### src/rtl/clint_pkg.sv
// Shared offsets, select encoding and address decode for the multi-hart CLINT.
package clint_pkg;

  localparam logic [15:0] MSIP_BASE     = 16'h0000;
  localparam logic [15:0] MTIMECMP_BASE = 16'h4000;
  localparam logic [15:0] CTRL_OFS      = 16'hBFF0;
  localparam logic [15:0] MTIME_LO_OFS  = 16'hBFF8;
  localparam logic [15:0] MTIME_HI_OFS  = 16'hBFFC;

  localparam int unsigned IDX_W = 4;

  typedef enum logic [2:0] {
    MSIP,
    CMP,
    CTRL,
    MTIME_LO,
    MTIME_HI,
    NONE
  } clint_sel_e;

  typedef struct packed {
    clint_sel_e       sel;
    logic [IDX_W-1:0] idx;
  } clint_dec_t;

  // Maps a 16-bit offset to a register class and hart index; out-of-range harts map to NONE.
  function automatic clint_dec_t clint_decode(input logic [15:0] ofs, input int unsigned harts);
    clint_dec_t dec;
    dec.sel = NONE;
    dec.idx = '0;
    if (ofs == CTRL_OFS) begin
      dec.sel = CTRL;
    end else if (ofs == MTIME_LO_OFS) begin
      dec.sel = MTIME_LO;
    end else if (ofs == MTIME_HI_OFS) begin
      dec.sel = MTIME_HI;
    end else if (ofs[1:0] == 2'b00) begin
      if (ofs < MTIMECMP_BASE) begin
        if (32'((ofs - MSIP_BASE) >> 2) < harts) begin
          dec.sel = MSIP;
          dec.idx = IDX_W'((ofs - MSIP_BASE) >> 2);
        end
      end else if (32'((ofs - MTIMECMP_BASE) >> 3) < harts) begin
        dec.sel = CMP;
        dec.idx = IDX_W'((ofs - MTIMECMP_BASE) >> 3);
      end
    end
    return dec;
  endfunction

endpackage

### src/rtl/clint_prescaler.sv
// Divides clk_i down to a one-cycle mtime tick every TICK_DIV running cycles.
module clint_prescaler
#(
  parameter int unsigned TICK_DIV = 1
) (
  input  logic clk_i,
  input  logic rst_ni,
  input  logic run_i,
  output logic tick_c_o
);

  localparam int unsigned CNT_W = (TICK_DIV > 1) ? $clog2(TICK_DIV) : 1;
  localparam logic [CNT_W-1:0] CNT_MAX = CNT_W'(TICK_DIV - 1);

  logic [CNT_W-1:0] tick_cnt_q;
  logic [CNT_W-1:0] tick_cnt_d;

  assign tick_c_o = run_i && (tick_cnt_q == CNT_MAX);

  // Counter freezes while stopped so the phase resumes where it left off.
  always_comb begin
    tick_cnt_d = tick_cnt_q;
    if (tick_c_o) begin
      tick_cnt_d = '0;
    end else if (run_i) begin
      tick_cnt_d = tick_cnt_q + CNT_W'(1);
    end
  end

  always_ff @(posedge clk_i or negedge rst_ni) begin
    if (!rst_ni) begin
      tick_cnt_q <= '0;
    end else begin
      tick_cnt_q <= tick_cnt_d;
    end
  end

endmodule

### src/rtl/clint_mp.sv
// Multi-hart core-local interruptor: msip/mtimecmp/mtime/ctrl registers with registered IRQs.
module clint_mp
  import clint_pkg::*;
#(
  parameter int unsigned XLEN      = 32,
  parameter int unsigned CORE_NUMS = 4,
  parameter int unsigned TICK_DIV  = 1
) (
  input  logic                 clk_i,
  input  logic                 rst_ni,
  input  logic                 en_i,
  input  logic                 we_i,
  input  logic [XLEN-1:0]      addr_i,
  input  logic [XLEN-1:0]      data_i,
  output logic [XLEN-1:0]      data_o,
  output logic                 data_ready_o,
  output logic                 err_o,
  output logic [CORE_NUMS-1:0] tmr_irq_o,
  output logic [CORE_NUMS-1:0] sft_irq_o
);

  localparam int unsigned WORD_W = 32;
  localparam int unsigned TIME_W = 64;

  clint_dec_t           dec;
  logic                 wr;
  logic                 rd;
  logic [WORD_W-1:0]    wdata;
  logic [WORD_W-1:0]    rdata;
  logic                 tick;
  logic                 unused_addr;

  logic                 run_q;
  logic [CORE_NUMS-1:0] msip_q;
  logic [TIME_W-1:0]    cmp_q [CORE_NUMS];
  logic [TIME_W-1:0]    mtime_q;
  logic [TIME_W-1:0]    mtime_d;
  logic [TIME_W-1:0]    mtime_inc;
  logic [WORD_W-1:0]    shadow_q;
  logic [CORE_NUMS-1:0] tmr_d;
  logic [CORE_NUMS-1:0] tmr_q;
  logic [CORE_NUMS-1:0] sft_q;
  logic [XLEN-1:0]      data_q;
  logic                 ready_q;
  logic                 err_q;

  assign unused_addr = ^addr_i[XLEN-1:16];
  assign dec   = clint_decode(addr_i[15:0], CORE_NUMS);
  assign wr    = en_i && we_i;
  assign rd    = en_i && !we_i;
  assign wdata = data_i[WORD_W-1:0];

  clint_prescaler #(
    .TICK_DIV (TICK_DIV)
  ) u_prescaler (
    .clk_i    (clk_i),
    .rst_ni   (rst_ni),
    .run_i    (run_q),
    .tick_c_o (tick)
  );

  // Read mux; mtime high always comes from the shadow captured by the last low read.
  always_comb begin
    rdata = '0;
    case (dec.sel)
      MSIP: begin
        for (int unsigned h = 0; h < CORE_NUMS; h++) begin
          if (dec.idx == IDX_W'(h)) rdata = WORD_W'(msip_q[h]);
        end
      end
      CMP: begin
        for (int unsigned h = 0; h < CORE_NUMS; h++) begin
          if (dec.idx == IDX_W'(h)) rdata = addr_i[2] ? cmp_q[h][63:32] : cmp_q[h][31:0];
        end
      end
      CTRL:     rdata = WORD_W'(run_q);
      MTIME_LO: rdata = mtime_q[31:0];
      MTIME_HI: rdata = shadow_q;
      default:  rdata = '0;
    endcase
  end

  // A word write beats the increment for that word; the high word never sees a carry that cycle.
  always_comb begin
    mtime_inc = mtime_q + TIME_W'(tick);
    mtime_d   = mtime_inc;
    if (wr && dec.sel == MTIME_LO) begin
      mtime_d = {mtime_q[63:32], wdata};
    end else if (wr && dec.sel == MTIME_HI) begin
      mtime_d = {wdata, mtime_inc[31:0]};
    end
  end

  always_comb begin
    tmr_d = '0;
    for (int unsigned h = 0; h < CORE_NUMS; h++) begin
      tmr_d[h] = (cmp_q[h] != '0) && (mtime_q >= cmp_q[h]);
    end
  end

  always_ff @(posedge clk_i or negedge rst_ni) begin
    if (!rst_ni) begin
      run_q    <= 1'b1;
      msip_q   <= '0;
      for (int unsigned h = 0; h < CORE_NUMS; h++) cmp_q[h] <= '0;
      mtime_q  <= '0;
      shadow_q <= '0;
      tmr_q    <= '0;
      sft_q    <= '0;
      data_q   <= '0;
      ready_q  <= 1'b0;
      err_q    <= 1'b0;
    end else begin
      ready_q <= en_i;
      err_q   <= en_i && (dec.sel == NONE);
      mtime_q <= mtime_d;
      tmr_q   <= tmr_d;
      sft_q   <= msip_q;
      if (rd) data_q <= XLEN'(rdata);
      if (rd && dec.sel == MTIME_LO) shadow_q <= mtime_q[63:32];
      if (wr && dec.sel == CTRL) run_q <= wdata[0];
      for (int unsigned h = 0; h < CORE_NUMS; h++) begin
        if (wr && dec.sel == MSIP && dec.idx == IDX_W'(h)) msip_q[h] <= wdata[0];
        if (wr && dec.sel == CMP && dec.idx == IDX_W'(h)) begin
          if (addr_i[2]) cmp_q[h][63:32] <= wdata;
          else           cmp_q[h][31:0]  <= wdata;
        end
      end
    end
  end

  assign data_o       = data_q;
  assign data_ready_o = ready_q;
  assign err_o        = err_q;
  assign tmr_irq_o    = tmr_q;
  assign sft_irq_o    = sft_q;

endmodule

### config.mk
export PLATFORM = sky130hd
export DESIGN_NAME = clint_mp
export DESIGN_NICKNAME = d
export VERILOG_FILES = /design/src/rtl/clint_pkg.sv /design/src/rtl/clint_prescaler.sv /design/src/rtl/clint_mp.sv
export SDC_FILE = /design/constraint.sdc
export NUM_CORES = 1
export LEC_CHECK = 0
export ABC_AREA = 1
export CORE_ASPECT_RATIO = 1.5
export CORE_UTILIZATION = 40
export DETAILED_ROUTE_END_ITERATION = 16
export PLACE_DENSITY = 0.57
export SLEW_MARGIN = 25
export SYNTH_ARGS = -nofsm -noshare
export SYNTH_HDL_FRONTEND = slang
export SYNTH_SLANG_ARGS = --single-unit
### constraint.sdc
create_clock -name clk_i -period 2.3 [get_ports clk_i]
set_input_delay 0.46 -clock clk_i [delete_from_list [all_inputs] [get_ports clk_i]]
set_output_delay 0.46 -clock clk_i [all_outputs]
set_load 0.02 [all_outputs]
# Word level (Yosys, flattened, before mapping)
# Cells that the tools add are included.
# totals
ff_bits	400
out_inout_bits	42
# classes
n_addsub	4
order_cmp	7
n_eq_ne	11
muxes	27
bitwise	2
n_reduce_logical	39
# ops
cell	n
2-to-1 mux 32 bit	12
>= comparator 64 bit	4
nonzero test 64 bit	4
case mux 32 bit (5 select lines)	1
adder 64 x 1 -> 64 bit	1
2-to-1 mux 64 bit	1
== test 16 bit, second input constant	3
less-than comparator 29 x 3 -> 1 bit, second input constant	1
2-to-1 mux 7 bit	4
logical AND 1 bit	22
subtractor 16 x 15 -> 17 bit, second input constant	1
less-than comparator 16 x 15 -> 1 bit, second input constant	1
AND reduction 2 bit	8
less-than comparator 14 x 3 -> 1 bit, second input constant	1
2-to-1 mux 4 bit	3
2-to-1 mux 3 bit	3
== test 4 x 2 -> 1 bit, second input constant	2
subtractor 7 x 1 -> 7 bit, second input constant	1
== test 3 x 2 -> 1 bit, second input constant	2
== test 3 bit, second input constant	2
== test 4 x 1 -> 1 bit, second input constant	1
zero test 4 bit	1
== test 3 x 1 -> 1 bit, second input constant	1
zero test 3 bit	1
other kinds (6)	9

# Longest topological paths before layout
# Gate-level depths: netlist (run 1).
# logic_depth
ltp_word	14
mapped_depth	16
mapped_depth_nobuf	16

# Modules after synthesis
# Synthesis (run 1) repeated with hierarchy kept, for this count alone.
# hier_totals
cells_unflattened	3721
hier_area_um2	27013.4
# modules_own_cells
mod	instances	cells_per_inst	area_per_inst_um2
clint_mp	1	3716	26973.4
clint_prescaler	1	5	40.0

# Worst setup path after synthesis (run 1)
# Ideal clock, no wire load.
# synth_timing
kind	reg2reg
startpoint	reg run_q
endpoint	reg mtime_q[61]
setup_ns	0.130
arrival_ns	2.154
setup_slack_ns	0.016
stages_incl_launch_ff	14
period_less_slack_ns	2.284
path_cell_list	dfstp_2 > inv_1 > nor2_1 > ha_1 > nand3_1 > nor2_1 > inv_1 > nor2_1 > nand2_1 > nor3_1 > or2_2 > nand3_1 > o211ai_1 > o21ai_0
# synth_between
elab_chain_len	3
# synth_lines
item	line	text
start: declaration	clint_mp.sv:33	logic run_q;
start signal: assignment	clint_mp.sv:121	if (wr && dec.sel == CTRL) run_q <= wdata[0];
logical AND 1 bit	clint_prescaler.sv:18	assign tick_c_o = run_i && (tick_cnt_q == CNT_MAX);
adder 64 x 1 -> 64 bit	clint_mp.sv:85	mtime_inc = mtime_q + TIME_W'(tick);
2-to-1 mux 64 bit	clint_mp.sv:89	end else if (wr && dec.sel == MTIME_HI) begin
end signal: assignment	clint_mp.sv:116	mtime_q <= mtime_d;
end: declaration	clint_mp.sv:36	logic [TIME_W-1:0] mtime_q;
# Every way passes these cells.
# A chain may end at the register's enable or synchronous reset.

# Final worst setup path (run 1)
# layout_timing
startpoint	reg run_q
endpoint	reg mtime_q[41]
# The elaborated chain is that of the path after synthesis.

==> metrics.txt, run 1 <==
maximum vdd drop 0.000484 V; Final Cell Area 34700 um2; worst setup margin -0.0280 ns; post-synthesis cell area 27400 um2; area delta synth->final 26.6%; Root Driver clkbuf_16; top_reg_cell synth dfrtp_1; ant diodes 0; core area 67800 um2; DRC 0; share of the synthesized area in the top cell type 36.4%; Clock Skew 0.0149 ns; Die H 323 um; CTS buffer count 45; largest net degree at the start of global routing 74; post-synth net total 4053; Overflow after GRT 0; flops & latches, synth 400; Die X 216 um; FF-to-FF path depth 14; row count 117; Avg Inst Size Synth 7.35 um2; # clock sinks 400; async set-or-reset flop fraction in the synthesized netlist 100%; final setup violation count 1; Routed wire per std cell 23.4 um; Starting Density 40.4%; CP top delay family simple AND/OR/NAND/NOR gates; Critical Path Fanout Max 4; Die Area 69600 um2; CP Launch Type flop; Worst R2R End mtime_q[41]; dpl ws -0.588 ns; post-route ant nets 0; reg-to-reg startpoint run_q; synthesized instance count 3727; initial antenna violation count 2; number of global-route vias before repair 26.5k; top sig layer met5; Nets 4488; most frequent cell after synthesis nand2_1; relative slew slack 50.2%; worst skew pair latency 0.61 ns; LEAKAGE 16.8 nW; worst path required time 2.79 ns; Clock Pin Slew Worst Setup and Hold Paths 0.06 ns; FILL cells 6784; Buffers on Ports 93; RSZ-0062 raised after global routing yes; # Max-Cap Violations 0; synth cell count leaders nand2_1, inv_1, dfrtp_1; Final min period 2.33 ns; WP buf/inv 3; Worst Hold Class in2async; share of cells above drive strength 1 16.7%; drt first-iter violations 2320; metal2 WL 57200 um; Worst path slowest cell dfstp_2; crit path cell chain inv_2, nor2_4, ha_4, buf_6, nand3_4, inv_4, nand2_4, nor2_4, nand4_1, nor2_2, nand2_2, xor2_1, o21ai_1, o21ai_1; r2r setup slk -0.03 ns; Seq/Total Area, Yosys 36.5%; routed length on met3 5980 um; Worst-Margin Slew 0.740 ns; Slew Limit Fails 0; synth warn 0; GPL Wtd Cong 1.03; leading area contributor after synthesis dfrtp_1; CP arrival 2.82 ns; Tcrit/Tclk final 101%; Fin. Hold Viols 0; DP Area 32600 um2; EDFF count, synth 0; TritonCTS clock tree built; Crit. End Element flop; synth top area cells dfrtp_1, nand2_1, ha_1, inv_1, o21ai_0; Crit Path Class reg2reg; DPL Wire Length 93900 um; status finished, violations left; first-pass GRT wire length 172000 um; f_max 0.430 GHz; failing checks negative setup slack; critical path's largest stage delay 0.54 ns; total number of vias 27.7k; All-Layer GR Usage 33.9%; maximum clock path buffer count 3; Total Wirelength 119000 um; H-tree depth 2; Yosys cell types 45; detail-routed via count per cell 5.44; total power 17.1 mW; first drt pass iteration count 6; Boundary Pins 110; DRT met1 WL 43700 um; power per cell area 493 nW/um2
[cell type report]
type / instances / area (um2) / area share [%]
Clock buffer: 66 / 1320 / 3.80
Clock inverter: 16 / 214 / 0.617
Inverter: 546 / 2060 / 5.94
Multi-Input combinational cell: 2650 / 15000 / 43.3
Sequential cell: 400 / 10000 / 28.9
Tap cell: 892 / 1120 / 3.22
Timing Repair Buffer: 519 / 4910 / 14.2
[stage by stage]
stage	hold slack, ns	utilization [%]	instances	setup TNS [ns]
after floorplan	0.164	-	3727	0
after global placement	0.403	48.0	4992	-132.75
after detailed placement	0.402	48.0	4992	-138.31
after CTS	0.343	50.6	5080	-0.0348
after global routing	0.378	51.2	5089	-0.814
final	0.360	51.2	5089	-0.0280
[routing by layer]
metal | up-vias | GRT usage, %
met5 | - | 0
met4 | 2 | 28.6
met3 | 399 | 3.67
met2 | 1084 | 58.6
met1 | 13000 | 37.3
li1 | 13200 | -
[layout by cell type (no fill, tap or decap), types with 6 or more instances in the layout]
| cell | synthesis | final |
|---|---|---|
| clkdlybuf4s50_1 | 0 | 88 |
| o22ai_1 | 30 | 30 |
| inv_2 | 6 | 12 |
| ha_1 | 258 | 256 |
| nand2_2 | 5 | 18 |
| nand4_1 | 82 | 82 |
| o21ai_1 | 115 | 148 |
| o221ai_1 | 6 | 6 |
| xor2_1 | 13 | 12 |
| buf_12 | 0 | 59 |
| o21ai_0 | 363 | 327 |
| nor3_2 | 1 | 10 |
| nand3_2 | 6 | 11 |
| clkbuf_8 | 0 | 8 |
| nor2_2 | 5 | 18 |
| nor4_1 | 48 | 45 |
| o21ai_2 | 51 | 53 |
| nand2_4 | 9 | 16 |
| inv_1 | 540 | 529 |
| buf_4 | 0 | 361 |
| o21a_1 | 9 | 9 |
| nand2_1 | 873 | 853 |
| o211ai_1 | 32 | 32 |
| clkbuf_1 | 75 | 12 |
| dfrtp_1 | 399 | 381 |
| nor3_1 | 60 | 47 |
| nor2_1 | 258 | 237 |
| dfrtp_2 | 0 | 18 |
| nand3_1 | 150 | 141 |
| a21oi_1 | 247 | 245 |
| clkinv_2 | 0 | 8 |
| nor2_4 | 4 | 12 |
| clkbuf_16 | 0 | 48 |
[sequential cells by signal (all words and copies together), names as in the netlist]
register                count
cmp_q                     256
mtime_q                    64
data_o                     32
shadow_q                   32
msip_q                      4
sft_irq_o                   4
tmr_irq_o                   4
data_ready_o                1
err_o                       1
run_q                       1
u_prescaler.tick_cnt_q      1
[report_power, final]
group	internal, mW	total [mW]	switching [mW]	leakage [nW]
Clock	4.53	7.74	3.21	0.750
Sequential	7.09	7.13	0.0408	5.40
Combinational	0.863	2.23	1.37	10.6
Total	12.5	17.1	4.63	16.8
[worst max-delay path by stage]
stage               start          end  slack, ns  depth (start not counted)
2_1_floorplan       run_q  mtime_q[61]       0.02                         13
3_3_place_gp   addr_i[15]   data_o[23]      -0.56                         16
3_5_place_dp   addr_i[13]   data_o[23]      -0.59                         16
4_1_cts             run_q  mtime_q[41]      -0.03                         14
5_1_grt             run_q  mtime_q[41]      -0.11                         14
6_report            run_q  mtime_q[41]      -0.03                         14
[cell families after synthesis]
group / share of synthesized area (%)
AO/OA/AOI/OAI: 17.2
XOR/XNOR: 0.416
adder cells (fa/ha/maj): 11.8
buffers and inverters: 10.1
flip-flops: 36.5
multiplexers: 0.0411
AND/OR/NAND/NOR: 23.9
[what timing repair did]
| item | CTS | global route |
|---|---|---|
| gates cloned | 0 | 1 |
| hold buffers | 1 | 0 |
| setup buffers | 5 | 10 |
| setup endpoints to repair | 48 | 71 |
| resized for setup | 50 | 128 |
| hold endpoints to repair | 33 | 0 |
| pin swaps | 12 | 26 |
Note: power is estimated with default switching activity, not from simulation.
==> run 2: changes to the inputs <==
--- a/config.mk
+++ b/config.mk
@@ -7,9 +7,9 @@
 export LEC_CHECK = 0
 export ABC_AREA = 1
 export CORE_ASPECT_RATIO = 1.5
-export CORE_UTILIZATION = 40
+export CORE_UTILIZATION = 56
 export DETAILED_ROUTE_END_ITERATION = 16
-export PLACE_DENSITY = 0.57
+export PLACE_DENSITY = 0.76
 export SLEW_MARGIN = 25
 export SYNTH_ARGS = -nofsm -noshare
 export SYNTH_HDL_FRONTEND = slang
==> run 2 against run 1 <==
  * The run now ends clean
  * Sequential power rose by 0.6%
  * Worst setup slack better by 0.047 ns
  * First-iteration DRC count grew 18%
  * Clock power decreased by 13%
  * Wire length fell by 4.7%
  * Highest routed layer is now met4
  * Utilization is 20 points higher
  * Critical endpoint is now tmr_irq_o[0]
  * Cell area is 2.2% lower
  * Global-route usage increased by 12 points
==> metrics.txt, run 2 (same netlist as run 1, synthesis figures left out) <==
status finished, final reports clean; Worst-Margin Slew 0.749 ns; maximum clock path buffer count 3; # Max-Cap Violations 0; total number of vias 28.6k; CP Launch Type flop; Boundary Pins 110; Buffers on Ports 93; Crit. End Element flop; Total Wirelength 113000 um; Tcrit/Tclk final 99.2%; largest net degree at the start of global routing 65; first-pass GRT wire length 167000 um; f_max 0.438 GHz; Clock Pin Slew Worst Setup and Hold Paths 0.06 ns; LEAKAGE 16.5 nW; Top reg by flops cmp_q; Setup Total Neg Slack 0 ns; Worst Hold Class in2async; Die Area 49800 um2; Nets 4469; detail-routed via count per cell 5.94; # clock sinks 400; Slew Limit Fails 0; CTS buffer count 41; maximum vdd drop 0.000634 V; Root Driver clkbuf_16; share of cells above drive strength 1 15.7%; CP arrival 2.80 ns; worst path required time 2.82 ns; DRC 0; leading cell types in the layout, fill and taps excluded nand2_1, inv_1, dfrtp_1; H-tree depth 2; Crit Path Class reg2reg; Final min period 2.28 ns; post-route ant nets 0; TritonCTS clock tree built; top flop regs cmp_q x256, mtime_q x64; area delta synth->final 23.9%; final setup violation count 0; RSZ-0062 raised after global routing yes; FILL cells 4088; Overflow after GRT 0; ant diodes 0; Final Cell Area 33900 um2; Die X 183 um; drt first-iter violations 2749; Critical Path Fanout Max 3; All-Layer GR Usage 45.7%; total power 16.0 mW; GPL Wtd Cong 1.11; fin util 70.8%; Die H 273 um; Starting Density 57.2%; number of global-route vias before repair 28.0k; max reg flops 256; first drt pass iteration count 6; Fin. Hold Viols 0; DP Area 32200 um2; relative slew slack 49.6%; worst skew pair latency 0.60 ns; commonest non-fill, non-tap cell in the layout nand2_1; row count 98; Routed wire per std cell 23.5 um; core area 47900 um2; initial antenna violation count 0; Clock Skew 0.0232 ns; power per cell area 472 nW/um2; DPL Wire Length 88500 um
==> run 2: path summary, 6_finish.rpt <==
path / startpoint / to / slack [ns] / cells after the start
max: mtime_q[47] / tmr_irq_o[0] / 0.02 / 12
min: rst_ni / cmp_q[184] / 0.41 / 2
max reg2reg: mtime_q[47] / tmr_irq_o[0] / 0.02 / 12
min reg2reg: msip_q[3] / sft_irq_o[3] / 0.45 / 0
max in group asynchronous: rst_ni / cmp_q[230] / 1.09 / 3
min in group clk_i: msip_q[3] / sft_irq_o[3] / 0.45 / 0
==> run 2: where the power goes <==
part           internal (mW)  switching (mW)  leakage (nW)
Sequential              7.09          0.0830          5.39
Combinational          0.830            1.29          10.5
Clock                   3.66            3.06         0.633
Total                   11.6            4.43          16.5
==> run 2: stage by stage <==
stage | instances | hold WS, ns | setup WS (ns)
after global routing | 4821 | 0.450 | -0.0825
after floorplan | 3727 | 0.164 | 0.0160
after CTS | 4813 | 0.426 | 0.00663
final | 4821 | 0.414 | 0.0193
after global placement | 4738 | 0.444 | -0.559
after detailed placement | 4738 | 0.438 | -0.583
==> run 2: layout make-up <==
class                      count  area [um2]  area share [%]
inverter                     546        2050            6.04
tap                          650         813            2.40
sequential                   400       10000            29.6
timing repair buffer         504        4850            14.3
clock buffer                  56        1120            3.31
multi-input combinational   2650       14900            43.9
clock inverter                15         155           0.457
==> run 2: worst max-delay path, cell delays in order, from the launching register on <==
cell and delay (ns):
dfrtp_2 0.53, ha_1 0.35, nand2_1 0.07, inv_1 0.05, nand3_1 0.14, nor3_1 0.21, buf_4 0.17, nand3_1 0.13
nor2_1 0.16, nand4_1 0.10, nand3_1 0.09, nand2_1 0.13, inv_1 0.09
==> run 2: what timing repair did <==
item                       in CTS  in global routing
buffers inserted                3                  7
setup endpoints to repair      31                 73
cloned                          0                  1
pin swaps                       6                 16
hold endpoints to repair       45                  0
gates resized for setup        25                 84
hold buffers                    1                  0
==> run 2: layer usage <==
metal  vias to the layer above  part of all wire, %  GRT usage, %
met5                         -                    0             0
met4                         0                   12          46.6
met3                       555                  7.0          7.06
met2                      1539                   46          75.6
met1                     13300                   34          48.7
li1                      13200                    -             -
